File: src/rtl/fp_pkg.sv
// Shared definitions for the single-precision FP datapath blocks:
// sequencer states, IEEE-754 field geometry and canonical special results.
package fp_pkg;

   typedef enum logic [1:0] {
      IDLE = 2'd0,
      MULT = 2'd1,
      NORM = 2'd2,
      DONE = 2'd3
   } state_t;

   localparam int SIGN_BIT = 31;
   localparam int EXP_W_SP = 8;
   localparam int FRAC_W_SP = 23;
   localparam int BIAS = 127;

   localparam logic [31:0] QNAN = 32'h7FC0_0000;
   localparam logic [31:0] PINF = 32'h7F80_0000;
   localparam logic [31:0] PZERO = 32'h0000_0000;

endpackage

File: src/rtl/fp_classify.sv
// Combinational IEEE-754 single-precision operand classifier.
// The sign bit plays no part in classification.
module fp_classify
   import fp_pkg::*;
(
   input  logic [31:0] value,
   output logic        is_zero,
   output logic        is_inf,
   output logic        is_nan,
   output logic        is_denorm
);

   logic [EXP_W_SP-1:0]  ex;
   logic [FRAC_W_SP-1:0] fr;
   logic                 unused_sign;

   assign ex          = value[SIGN_BIT-1 -: EXP_W_SP];
   assign fr          = value[FRAC_W_SP-1:0];
   assign unused_sign = value[SIGN_BIT];

   assign is_zero   = (ex == '0) && (fr == '0);
   assign is_denorm = (ex == '0) && (fr != '0);
   assign is_inf    = (ex == '1) && (fr == '0);
   assign is_nan    = (ex == '1) && (fr != '0);

endmodule

File: src/rtl/fp_square_seq.sv
// Sequential IEEE-754 single squarer: one shift-add partial product per clock,
// then a single normalise/pack step. Rounds toward zero, flushes to +0.
module fp_square_seq
   import fp_pkg::*;
#(
   parameter int MANT_W = 24,
   parameter int EXP_W  = 8,
   parameter int BIAS   = 127
) (
   input  logic        clk,
   input  logic        rst_n,
   input  logic        in_valid,
   output logic        in_ready,
   input  logic [31:0] operand,
   output logic        out_valid,
   input  logic        out_ready,
   output logic [31:0] solution,
   output logic        busy
);

   localparam int ACC_W  = 2 * MANT_W;
   localparam int CNT_W  = $clog2(MANT_W);
   localparam int FRAC_W = MANT_W - 1;
   localparam int E_W    = EXP_W + 2;

   localparam logic signed [E_W-1:0] BIAS_S = E_W'(BIAS);
   localparam logic signed [E_W-1:0] E_ONE  = E_W'(1);
   localparam logic signed [E_W-1:0] E_INF  = E_W'((1 << EXP_W) - 1);
   localparam logic signed [E_W-1:0] E_ZERO = '0;

   state_t             state, state_nxt;
   logic [EXP_W-1:0]   exp_q;
   logic [MANT_W-1:0]  mant;
   logic [CNT_W-1:0]   cnt;
   logic [ACC_W-1:0]   acc;
   logic               is_zero, is_inf, is_nan, is_denorm;
   logic               special;
   logic [31:0]        special_res;
   logic               accept;

   // Product is in [1,4): bit ACC_W-1 set means the 2.x range, so bump the exponent.
   function automatic logic [31:0] norm_pack(input logic [ACC_W-1:0] a,
                                             input logic [EXP_W-1:0] ex);
      logic signed [E_W-1:0] e;
      logic [FRAC_W-1:0]     frac;
      e = $signed({1'b0, ex, 1'b0}) - BIAS_S;
      if (a[ACC_W-1]) begin
         frac = a[ACC_W-2 -: FRAC_W];
         e    = e + E_ONE;
      end else begin
         frac = a[ACC_W-3 -: FRAC_W];
      end
      if (e >= E_INF)
         norm_pack = PINF;
      else if (e <= E_ZERO)
         norm_pack = PZERO;
      else
         norm_pack = {1'b0, e[EXP_W-1:0], frac};
   endfunction

   fp_classify u_classify (
      .value     (operand),
      .is_zero   (is_zero),
      .is_inf    (is_inf),
      .is_nan    (is_nan),
      .is_denorm (is_denorm)
   );

   assign special     = is_zero | is_denorm | is_inf | is_nan;
   assign special_res = is_nan ? QNAN : (is_inf ? PINF : PZERO);

   assign in_ready  = (state == IDLE);
   assign busy      = (state != IDLE);
   assign out_valid = (state == DONE);
   assign accept    = in_valid && in_ready;

   always_ff @(posedge clk or negedge rst_n) begin
      if (!rst_n)
         state <= IDLE;
      else
         state <= state_nxt;
   end

   always_comb begin
      state_nxt = state;
      case (state)
         IDLE: if (accept) state_nxt = special ? DONE : MULT;
         MULT: if (cnt == '0) state_nxt = NORM;
         NORM: state_nxt = DONE;
         DONE: if (out_ready) state_nxt = IDLE;
         default: state_nxt = IDLE;
      endcase
   end

   // Multiplier scans its own bits from MSB down; one conditional add per clock.
   always_ff @(posedge clk or negedge rst_n) begin
      if (!rst_n) begin
         exp_q    <= '0;
         mant     <= '0;
         cnt      <= '0;
         acc      <= '0;
         solution <= PZERO;
      end else begin
         case (state)
            IDLE: begin
               if (accept) begin
                  exp_q <= operand[FRAC_W +: EXP_W];
                  mant  <= {1'b1, operand[FRAC_W-1:0]};
                  acc   <= '0;
                  cnt   <= CNT_W'(MANT_W - 1);
                  if (special)
                     solution <= special_res;
               end
            end
            MULT: begin
               if (mant[cnt])
                  acc <= acc + (ACC_W'(mant) << cnt);
               cnt <= cnt - 1'b1;
            end
            NORM: solution <= norm_pack(acc, exp_q);
            default: ;
         endcase
      end
   end

endmodule
File: config.mk
export PLATFORM = sky130hd
export DESIGN_NAME = fp_square_seq
export DESIGN_NICKNAME = d
export VERILOG_FILES = /design/src/rtl/fp_pkg.sv /design/src/rtl/fp_classify.sv /design/src/rtl/fp_square_seq.sv
export SDC_FILE = /design/constraint.sdc
export NUM_CORES = 1
export LEC_CHECK = 0
export CAP_MARGIN = 10
export CELL_PAD_IN_SITES_DETAIL_PLACEMENT = 2
export CELL_PAD_IN_SITES_GLOBAL_PLACEMENT = 2
export CORE_UTILIZATION = 40
export DETAILED_ROUTE_END_ITERATION = 10
export PLACE_DENSITY = 0.95
export SETUP_SLACK_MARGIN = 0.4
export SYNTH_ARGS = -nofsm -noshare
export SYNTH_HDL_FRONTEND = slang
export SYNTH_SLANG_ARGS = --single-unit
File: constraint.sdc
create_clock -name clk -period 12.7 [get_ports clk]
set_input_delay 2.54 -clock clk [delete_from_list [all_inputs] [get_ports clk]]
set_output_delay 2.54 -clock clk [all_outputs]
set_load 0.1 [all_outputs]
==> reports/qor.csv, run 1 <==
metric;value;unit
crit_fanout;38;
maxSlewViolCount;0;
yosysWarningCount;0;
dr.pass1.iters;5;
wl_met3;2130;microns
grt_usage;35.6;%
die-width;153;microns
status;finished, final reports clean;
wl_met1;15900;microns
holdCritPathClass;flip-flop to flip-flop;
synth_top_cell_by_area;dfrtp_1;
crit_path_start_kind;flip-flop;
met2WireLength;20800;microns
max_stage_delay;1040;ps
setup_viol;0;
path_cells;mux2i_1 -> mux2i_1 -> nand2_1 -> o21ai_0 -> o21ai_0 -> o22ai_1 -> ha_1 -> nand4_1 -> nor3_1 -> nand3_1 -> a211oi_4 -> o21ai_2 -> a211oi_1 -> o21ai_0 -> a32o_1;
crit_arrival;6200;ps
postCtsSetupRepairBufs;0;
cts_buffer_depth;2;
placementRows;55;
synth_common_cells;nand2_1, dfrtp_1, o21ai_0;
fin_crit;5880;ps
tritoncts;done;
io_pins;71;
drt-initial-drc-count;652;
yosys_most_used_dff;dfrtp_1;
cpLargestDelayFamily;compound AO/OA/AOI/OAI gates;
synth_edf_count;0;
finalSetupTns;0;ps
start_util;40.7;%
yosysMostFrequentCell;nand2_1;
highest_layer;met4;
post-dp-hpwl;26000;microns
synthDistinctLibCells;67;
crit_type;flip-flop to flip-flop;
ys_top_cells_by_area;dfrtp_1, ha_1, nand2_1;
max_freq;170;MHz
tightest_slew;1080;ps
clk_latency;450;ps
grt_pass1_vias;10464;
fp.dieArea;23600;sq um
ctsHoldBuffers;0;
route.detailed.drc;0;
fin_nets;1203;
nFillCells;2410;
place_congestion;0.851;
crit_slowest_cell;dfrtp_2;
clk_transition_reported_paths;70;ps
syn_inst;1064;
drive_above_1_share;10.2;%
diodes;0;
cts_htree_levels;4;
crit_buf_inv;0;
cts_buffers;17;
grt_pass1_wl;64100;microns
yosysTopAreaCellShare;32.2;%
maxSlewHeadroom;28.1;%
clock_sinks;118;
seq_area_frac_synth;32.2;%
portBuffers;68;
layoutNonFillerInstCount;1406;
postSynthAreaPerCell;8.63;sq um
final_antenna_net_count;0;
syn_area;9180;sq um
grt_max_degree;75;
totalWireLength;41200;microns
cts_resized;0;
finalCritPeriodShare;46.3;%
cts-root-buf;clkbuf_16;
cp-end-kind;flip-flop;
grt_overflow_total;0;
clock_skew;15.4;ps
avgViaCountPerCell;6.72;
crit_top_cell;o21ai_0;
vias;9451;
ys_seq_elements;118;
rsz0062_at_grt;no;
synthesis.nets;1159;
layout-area-overhead-vs-synth;16.4;%
final_hold_viol_count;0;
wl_per_cell;29.3;microns
worstPathRequired;13020;ps
antenna_found_initial;0;
dieHeight;153;microns
drv_cap;0;
async_flop_share;100;%
core;22600;sq um
place_inst;1374;
[path summary, 6_finish.rpt]
kind	from	end	slack (ps)	depth (start not counted)
max	cnt[0]	acc[42]	6820	15
min	solution[29]	solution[29]	480	2
max reg2reg	cnt[0]	acc[42]	6820	15
min reg2reg	solution[29]	solution[29]	480	2
max in group asynchronous	rst_n	cnt[0]	9050	2
min in group asynchronous	rst_n	mant[7]	2110	1
[area by class of cell]
type	count	area, sq um	area share [%]
multi-input cells	866	5910	55.4
flip-flops and latches	118	2950	27.6
repair buffers	77	746	6.98
clock buffers	21	460	4.31
well taps	285	357	3.34
clock inverters	11	148	1.38
inverters	28	105	0.984
[sequential cells by signal, indices dropped and copies added, names as in the netlist]
name	cells
acc	48
solution	31
mant	24
exp_q	8
cnt	5
state	2
[per-layer routing]
metal	vias to the layer above	track usage, %
li1	3990	-
met1	4818	40.2
met2	457	62.7
met3	186	6.45
met4	0	21.4
met5	-	0
[logic make-up (layout without fill, tap and decap cells)]
logic type      after synthesis  after routing  synth area share, %
simple gates                350            350                 17.3
compound gates              310            310                 21.1
flops                       118            118                 32.2
mux                         106            106                 14.0
buf+inv                      80            137                 3.45
fa+ha+maj                    59             59                 8.12
xor+xnor                     40             40                 3.82
other cells                   1              1               0.0408
[placed cells by master (no fill, tap or decap), drive strengths merged, types with 8 or more instances in the layout]
master	instances
a21o	15
nor4	11
a31oi	9
nand4	16
mux2i	50
clkdlybuf4s50	67
and3	10
nand2	151
dfrtp	118
nor2	85
o21ai	106
buf	10
a21oi	72
mux4	14
mux2	42
nand3	24
o22ai	19
nor3	14
o21bai	10
o31ai	12
inv	28
xor2	11
clkbuf	21
o22a	8
ha	58
or3	10
o21a	9
xnor2	29
[stage by stage]
step | hold slack, ps | util [%] | cell area (sq um) | worst slack, ps
after floorplan | 455 | - | 9180 | 8180
after global placement | 453 | 44.6 | 10100 | 7480
after detailed placement | 480 | 44.6 | 10100 | 7230
after CTS | 495 | 47.3 | 10700 | 7050
after global routing | 519 | 47.3 | 10700 | 6550
final | 485 | 47.3 | 10700 | 6820
[worst min-delay path: stages (launching register included)]
cell and delay [ps]:
dfrtp_1 340, nand2_1 60, nand2_1 50
Power of run 1 is not shown: default switching activity piles up to over one toggle a cycle in this logic, so the estimate is an artifact.
==> run 2, diff against run 1 <==
CORE_UTILIZATION = 37   (was 40)
PLACE_DENSITY = 0.9   (was 0.95)
clock period = 5.8 ns   (was 12.7 ns; I/O delays follow)
==> run 2 against run 1 <==
Clock-buffer cell count shrank 2. Worst setup slack worse by 6400 ps. Largest cell class unchanged. Sequential share of layout area is 0.36 points lower. Utilization fell by 2.8 points. Die area grew 8.0%. First-iteration DRC count decreased by 6.9%. Worst hold slack worse by 1.2 ps. Via count is 2.1% lower. Global-route usage decreased by 4.2 points. Final cell count is 3.1% higher.
==> reports/qor.csv, run 2 (synthesis results as in run 1) <==
metric;value;unit;change
path_cells;buf_12 -> or2_2 -> o211ai_1 -> o21ai_0 -> mux2i_1 -> mux2_2 -> nor2_1 -> ha_1 -> a21oi_1 -> o211ai_1 -> a21oi_1 -> or4b_1 -> o2111a_1 -> o31ai_1 -> a2111o_1 -> nand3_1;;was mux2i_1 -> mux2i_1 -> nand2_1 -> o21ai_0 -> o21ai_0 -> o22ai_1 -> ha_1 -> nand4_1 -> nor3_1 -> nand3_1 -> a211oi_4 -> o21ai_2 -> a211oi_1 -> o21ai_0 -> a32o_1
finalCritPeriodShare;92.2;%;was 46.3%
place_ws;459;ps;was 7230 ps
avgViaCountPerCell;6.39;;was 6.72
route.detailed.drc;0;;unchanged
post-dp-hpwl;25900;microns;was 26000 microns
cts_buffer_depth;2;;unchanged
grt_max_degree;67;;was 75
reg2reg_from;cnt[0];;unchanged
grt_pass1_wl;61800;microns;was 64100 microns
dieHeight;160;microns;was 153 microns
final_util;44.6;%;was 47.3%
cts_htree_levels;4;;unchanged
cts-root-buf;clkbuf_16;;unchanged
worst-r2r-cell-count;16;;was 15
clock_sinks;118;;unchanged
max_stage_delay;640;ps;was 1040 ps
final_hold_viol_count;0;;unchanged
setup_viol;0;;unchanged
portBuffers;68;;unchanged
clk_transition_reported_paths;60;ps;was 70 ps
drv_cap;0;;unchanged
diodes;0;;unchanged
crit_slowest_cell;dfrtp_4;;was dfrtp_2
place_congestion;0.844;;was 0.851
fin_ws;450;ps;was 6820 ps
finalSetupTns;0;ps;unchanged
antenna_found_initial;0;;unchanged
die-width;160;microns;was 153 microns
crit_start;cnt[0];;unchanged
grt_overflow_total;0;;unchanged
crit_path_start_kind;flip-flop;;unchanged
final_common_cell;nand2_1;;unchanged
fin_crit;5350;ps;was 5880 ps
drive_above_1_share;10.8;%;was 10.2%
start_util;37.7;%;was 40.7%
worstHoldStart;solution[4];;was solution[29]
tritoncts;done;;unchanged
maxSlewHeadroom;25.9;%;was 28.1%
largestRegisters;acc x48, solution x31, mant x24;;unchanged
largest_reg_flops;48;;unchanged
regMostFlops;acc;;unchanged
whs_path_depth;2;;unchanged
holdCritPathClass;flip-flop to flip-flop;;unchanged
status;finished, final reports clean;;unchanged
crit_arrival;5660;ps;was 6200 ps
fin_nets;1207;;was 1203
io_pins;71;;unchanged
cts_buffers;17;;unchanged
crit_fanout;20;;was 38
layout-area-overhead-vs-synth;18.1;%;was 16.4%
grt_usage;31.4;%;was 35.6%
clock_skew;18.7;ps;was 15.4 ps
drt-initial-drc-count;607;;was 652
cp-end-kind;flip-flop;;unchanged
grt_pass1_vias;10336;;was 10464
rsz0062_at_grt;no;;unchanged
clk_latency;450;ps;about the same
fp.dieArea;25400;sq um;was 23600 sq um
wl_per_cell;27.6;microns;was 29.3 microns
totalWireLength;39900;microns;was 41200 microns
vias;9254;;was 9451
crit_type;flip-flop to flip-flop;;unchanged
max_freq;187;MHz;was 170 MHz
dr.pass1.iters;4;;was 5
worstPathRequired;6110;ps;was 13020 ps
tightest_slew;1110;ps;was 1080 ps
core;24300;sq um;was 22600 sq um
layout_common_cells;nand2_1, dfrtp_1, o21ai_0;;unchanged
placementRows;57;;was 55
maxSlewViolCount;0;;unchanged
final_antenna_net_count;0;;unchanged
==> run 2: cell count changes in the layout (fill, tap and decap cells not counted), sizes merged <==
cell      previous run  this run
buf                 10        14
bufinv               3         5
clkbuf              21        19
clkinv               4         7
clkinvlp             4         1
==> run 2: what timing repair did <==
action	in CTS	in global routing
setup endpoints to repair	7	7
hold buffers	0	0
cloned	0	0
hold endpoints to repair	0	0
buffers inserted	0	1
gates resized for setup	1	1
==> run 2: critical path: cells and delay by family (launching register included) <==
kind	cells	cell delay [ps]
buffers and inverters	1	250
muxes	2	700
and+or+nand+nor	4	1040
DFF	1	640
adders and majority gates	1	460
AOI/OAI and AO/OA	8	2090
==> run 2: worst paths after layout <==
check	to	slack, ps
max in group asynchronous	cnt[0]	4080
worst min-delay path	solution[4]	480
min in group asynchronous	mant[1]	550
worst max-delay path	acc[41]	450
worst max register to register	acc[41]	450
worst min register to register	solution[4]	480
==> run 2: per-stage QoR <==
stage / hold WS, ps / cells / cell area (sq um)
after floorplan: 455 / 1064 / 9180
after global placement: 452 / 1416 / 10100
after detailed placement: 474 / 1416 / 10100
after CTS: 488 / 1448 / 10800
after global routing: 526 / 1449 / 10800
final: 484 / 1449 / 10800
==> run 2: metal layers <==
layer	up-vias	track usage (%)	wire (microns)
met5	-	0	0
met4	0	18.1	2270
met3	163	5.78	2050
met2	378	54.6	19800
met1	4713	36.1	15800
li1	4000	-	-
==> run 2: layout make-up <==
type                       count  area, sq um
inverter                      28          105
clock inverter                13          221
tap                          324          405
multi-input combinational    866         5920
sequential                   118         2960
clock buffer                  19          443
fill                        2621        13500
timing repair buffer          81          788
Power of run 2 is left out for the same reason.
==> run 3, diff against run 2 <==
clock period = 5.95 ns   (was 5.8 ns; I/O delays follow)
==> run 3 against run 2 <==
Global-route usage grew 0.92 points. Die area is the same. Worst setup slack gained 48 ps. Fmax shrank 1.9%. Sequential share of layout area grew 0.26 points. Clock-buffer cell count is the same.
==> reports/qor.csv, run 3 (synthesis results as in run 1) <==
metric;value;unit;change
cts-root-buf;clkbuf_16;;unchanged
maxSlewViolCount;0;;unchanged
core;24300;sq um;unchanged
io_pins;71;;unchanged
reg2reg_from;cnt[0];;unchanged
diodes;0;;unchanged
path_cells;inv_1 -> o211ai_1 -> o21ai_0 -> mux2i_1 -> nor2_1 -> a21oi_1 -> o22ai_1 -> ha_1 -> nand4_1 -> nor3_1 -> nand3_1 -> a211oi_4 -> o21ai_2 -> a211oi_1 -> o21ai_0 -> a32o_1;;was buf_12 -> or2_2 -> o211ai_1 -> o21ai_0 -> mux2i_1 -> mux2_2 -> nor2_1 -> ha_1 -> a21oi_1 -> o211ai_1 -> a21oi_1 -> or4b_1 -> o2111a_1 -> o31ai_1 -> a2111o_1 -> nand3_1
cts_buffer_depth;2;;unchanged
post-dp-hpwl;26700;microns;was 25900 microns
crit_fanout;38;;was 20
place_ws;706;ps;was 459 ps
crit_buf_inv;1;;unchanged
crit_type;flip-flop to flip-flop;;unchanged
fin_nets;1205;;was 1207
crit_start;cnt[0];;unchanged
place_congestion;0.853;;was 0.844
final_hold_viol_count;0;;unchanged
cp-end-kind;flip-flop;;unchanged
postPlaceCellArea;10100;sq um;about the same
final_common_cell;nand2_1;;unchanged
max_freq;183;MHz;was 187 MHz
drt-initial-drc-count;680;;was 607
grt_pass1_wl;63200;microns;was 61800 microns
avgViaCountPerCell;6.45;;was 6.39
crit_slowest_cell;dfrtp_4;;unchanged
place_inst;1415;;was 1416
tritoncts;done;;unchanged
nFillCells;2610;;was 2621
worstHoldStart;acc[4];;was solution[4]
maxSlewHeadroom;25.3;%;was 25.9%
layout_common_cells;nand2_1, dfrtp_1, o21ai_0;;unchanged
clock_sinks;118;;unchanged
largestRegisters;acc x48, solution x31, mant x24;;unchanged
grt_pass1_vias;10522;;was 10336
finalCritPeriodShare;91.6;%;was 92.2%
final-seq-area;2960;sq um;about the same
route.detailed.drc;0;;unchanged
ctsHoldBuffers;0;;unchanged
setup_viol;0;;unchanged
final_antenna_net_count;0;;unchanged
layoutNonFillerInstCount;1447;;was 1449
cpLargestDelayFamily;compound AO/OA/AOI/OAI gates;;unchanged
crit_arrival;5790;ps;was 5660 ps
worstPathRequired;6280;ps;was 6110 ps
start_util;37.7;%;unchanged
wl_per_cell;27.9;microns;was 27.6 microns
clk_transition_reported_paths;70;ps;was 60 ps
clk_latency;460;ps;was 450 ps
dr.pass1.iters;5;;was 4
regToRegSetupSlack;500;ps;was 450 ps
largest_reg_flops;48;;unchanged
grt_usage;32.3;%;was 31.4%
grt_max_degree;71;;was 67
cts_buffers;17;;unchanged
fin_crit;5450;ps;was 5350 ps
antenna_found_initial;0;;unchanged
crit_top_cell;o21ai_0;;
multi_input_area;5910;sq um;was 5920 sq um
postCtsSetupRepairBufs;0;;unchanged
totalWireLength;40400;microns;was 39900 microns
drv_cap;0;;unchanged
fin_ws;498;ps;was 450 ps
cts_htree_levels;4;;unchanged
cts_resized;0;;was 1
tightest_slew;1120;ps;was 1110 ps
max_stage_delay;820;ps;was 640 ps
drive_above_1_share;10.4;%;was 10.8%
finalSetupTns;0;ps;unchanged
regMostFlops;acc;;unchanged
holdCritPathClass;flip-flop to flip-flop;;unchanged
clock_skew;12.5;ps;was 18.7 ps
vias;9330;;was 9254
status;finished, final reports clean;;unchanged
finalInstanceArea;10700;sq um;was 10800 sq um
portBuffers;68;;unchanged
grt_overflow_total;0;;unchanged
rsz0062_at_grt;no;;unchanged
crit_path_start_kind;flip-flop;;unchanged
placementRows;57;;unchanged
fp.dieArea;25400;sq um;unchanged
die-width;160;microns;unchanged
layout-area-overhead-vs-synth;16.9;%;was 18.1%
dieHeight;160;microns;unchanged
[run 3: tightest hold or removal path, delay by kind of cell (launching register included)]
family | cells | cell delay (ps)
DFF | 1 | 340
AOI/OAI and AO/OA | 1 | 60
and+or+nand+nor | 1 | 50
[run 3: final timing paths]
path,endpoint,depth (start not counted)
hold / removal,acc[4],2
min in group asynchronous,mant[3],1
setup reg to reg,acc[42],16
hold reg to reg,acc[4],2
setup / recovery,acc[42],16
max in group asynchronous,cnt[0],2
[run 3: final cells by class]
cell class                      count  area share, %
Clock buffer                       19           4.13
Clock inverter                     13           1.38
Inverter                           28          0.979
Multi-Input combinational cell    866           55.1
Sequential cell                   118           27.5
Tap cell                          324           3.78
Timing Repair Buffer               79           7.09
[run 3: metrics by stage]
step | hold WS, ps | utilization (%)
6_report | 487 | 44.1
5_1_grt | 500 | 44.1
4_1_cts | 488 | 44.1
3_5_place_dp | 470 | 41.7
3_3_place_gp | 452 | 41.7
2_1_floorplan | 455 | -
[run 3: per-layer routing]
| metal | global-route usage [%] | wire length, microns | vias up |
|---|---|---|---|
| li1 | - | - | 4001 |
| met1 | 36.0 | 15400 | 4747 |
| met2 | 56.3 | 20300 | 388 |
| met3 | 6.20 | 2110 | 194 |
| met4 | 21.2 | 2500 | 0 |
| met5 | 0 | 0 | - |
Power of run 3 is left out for the same reason.
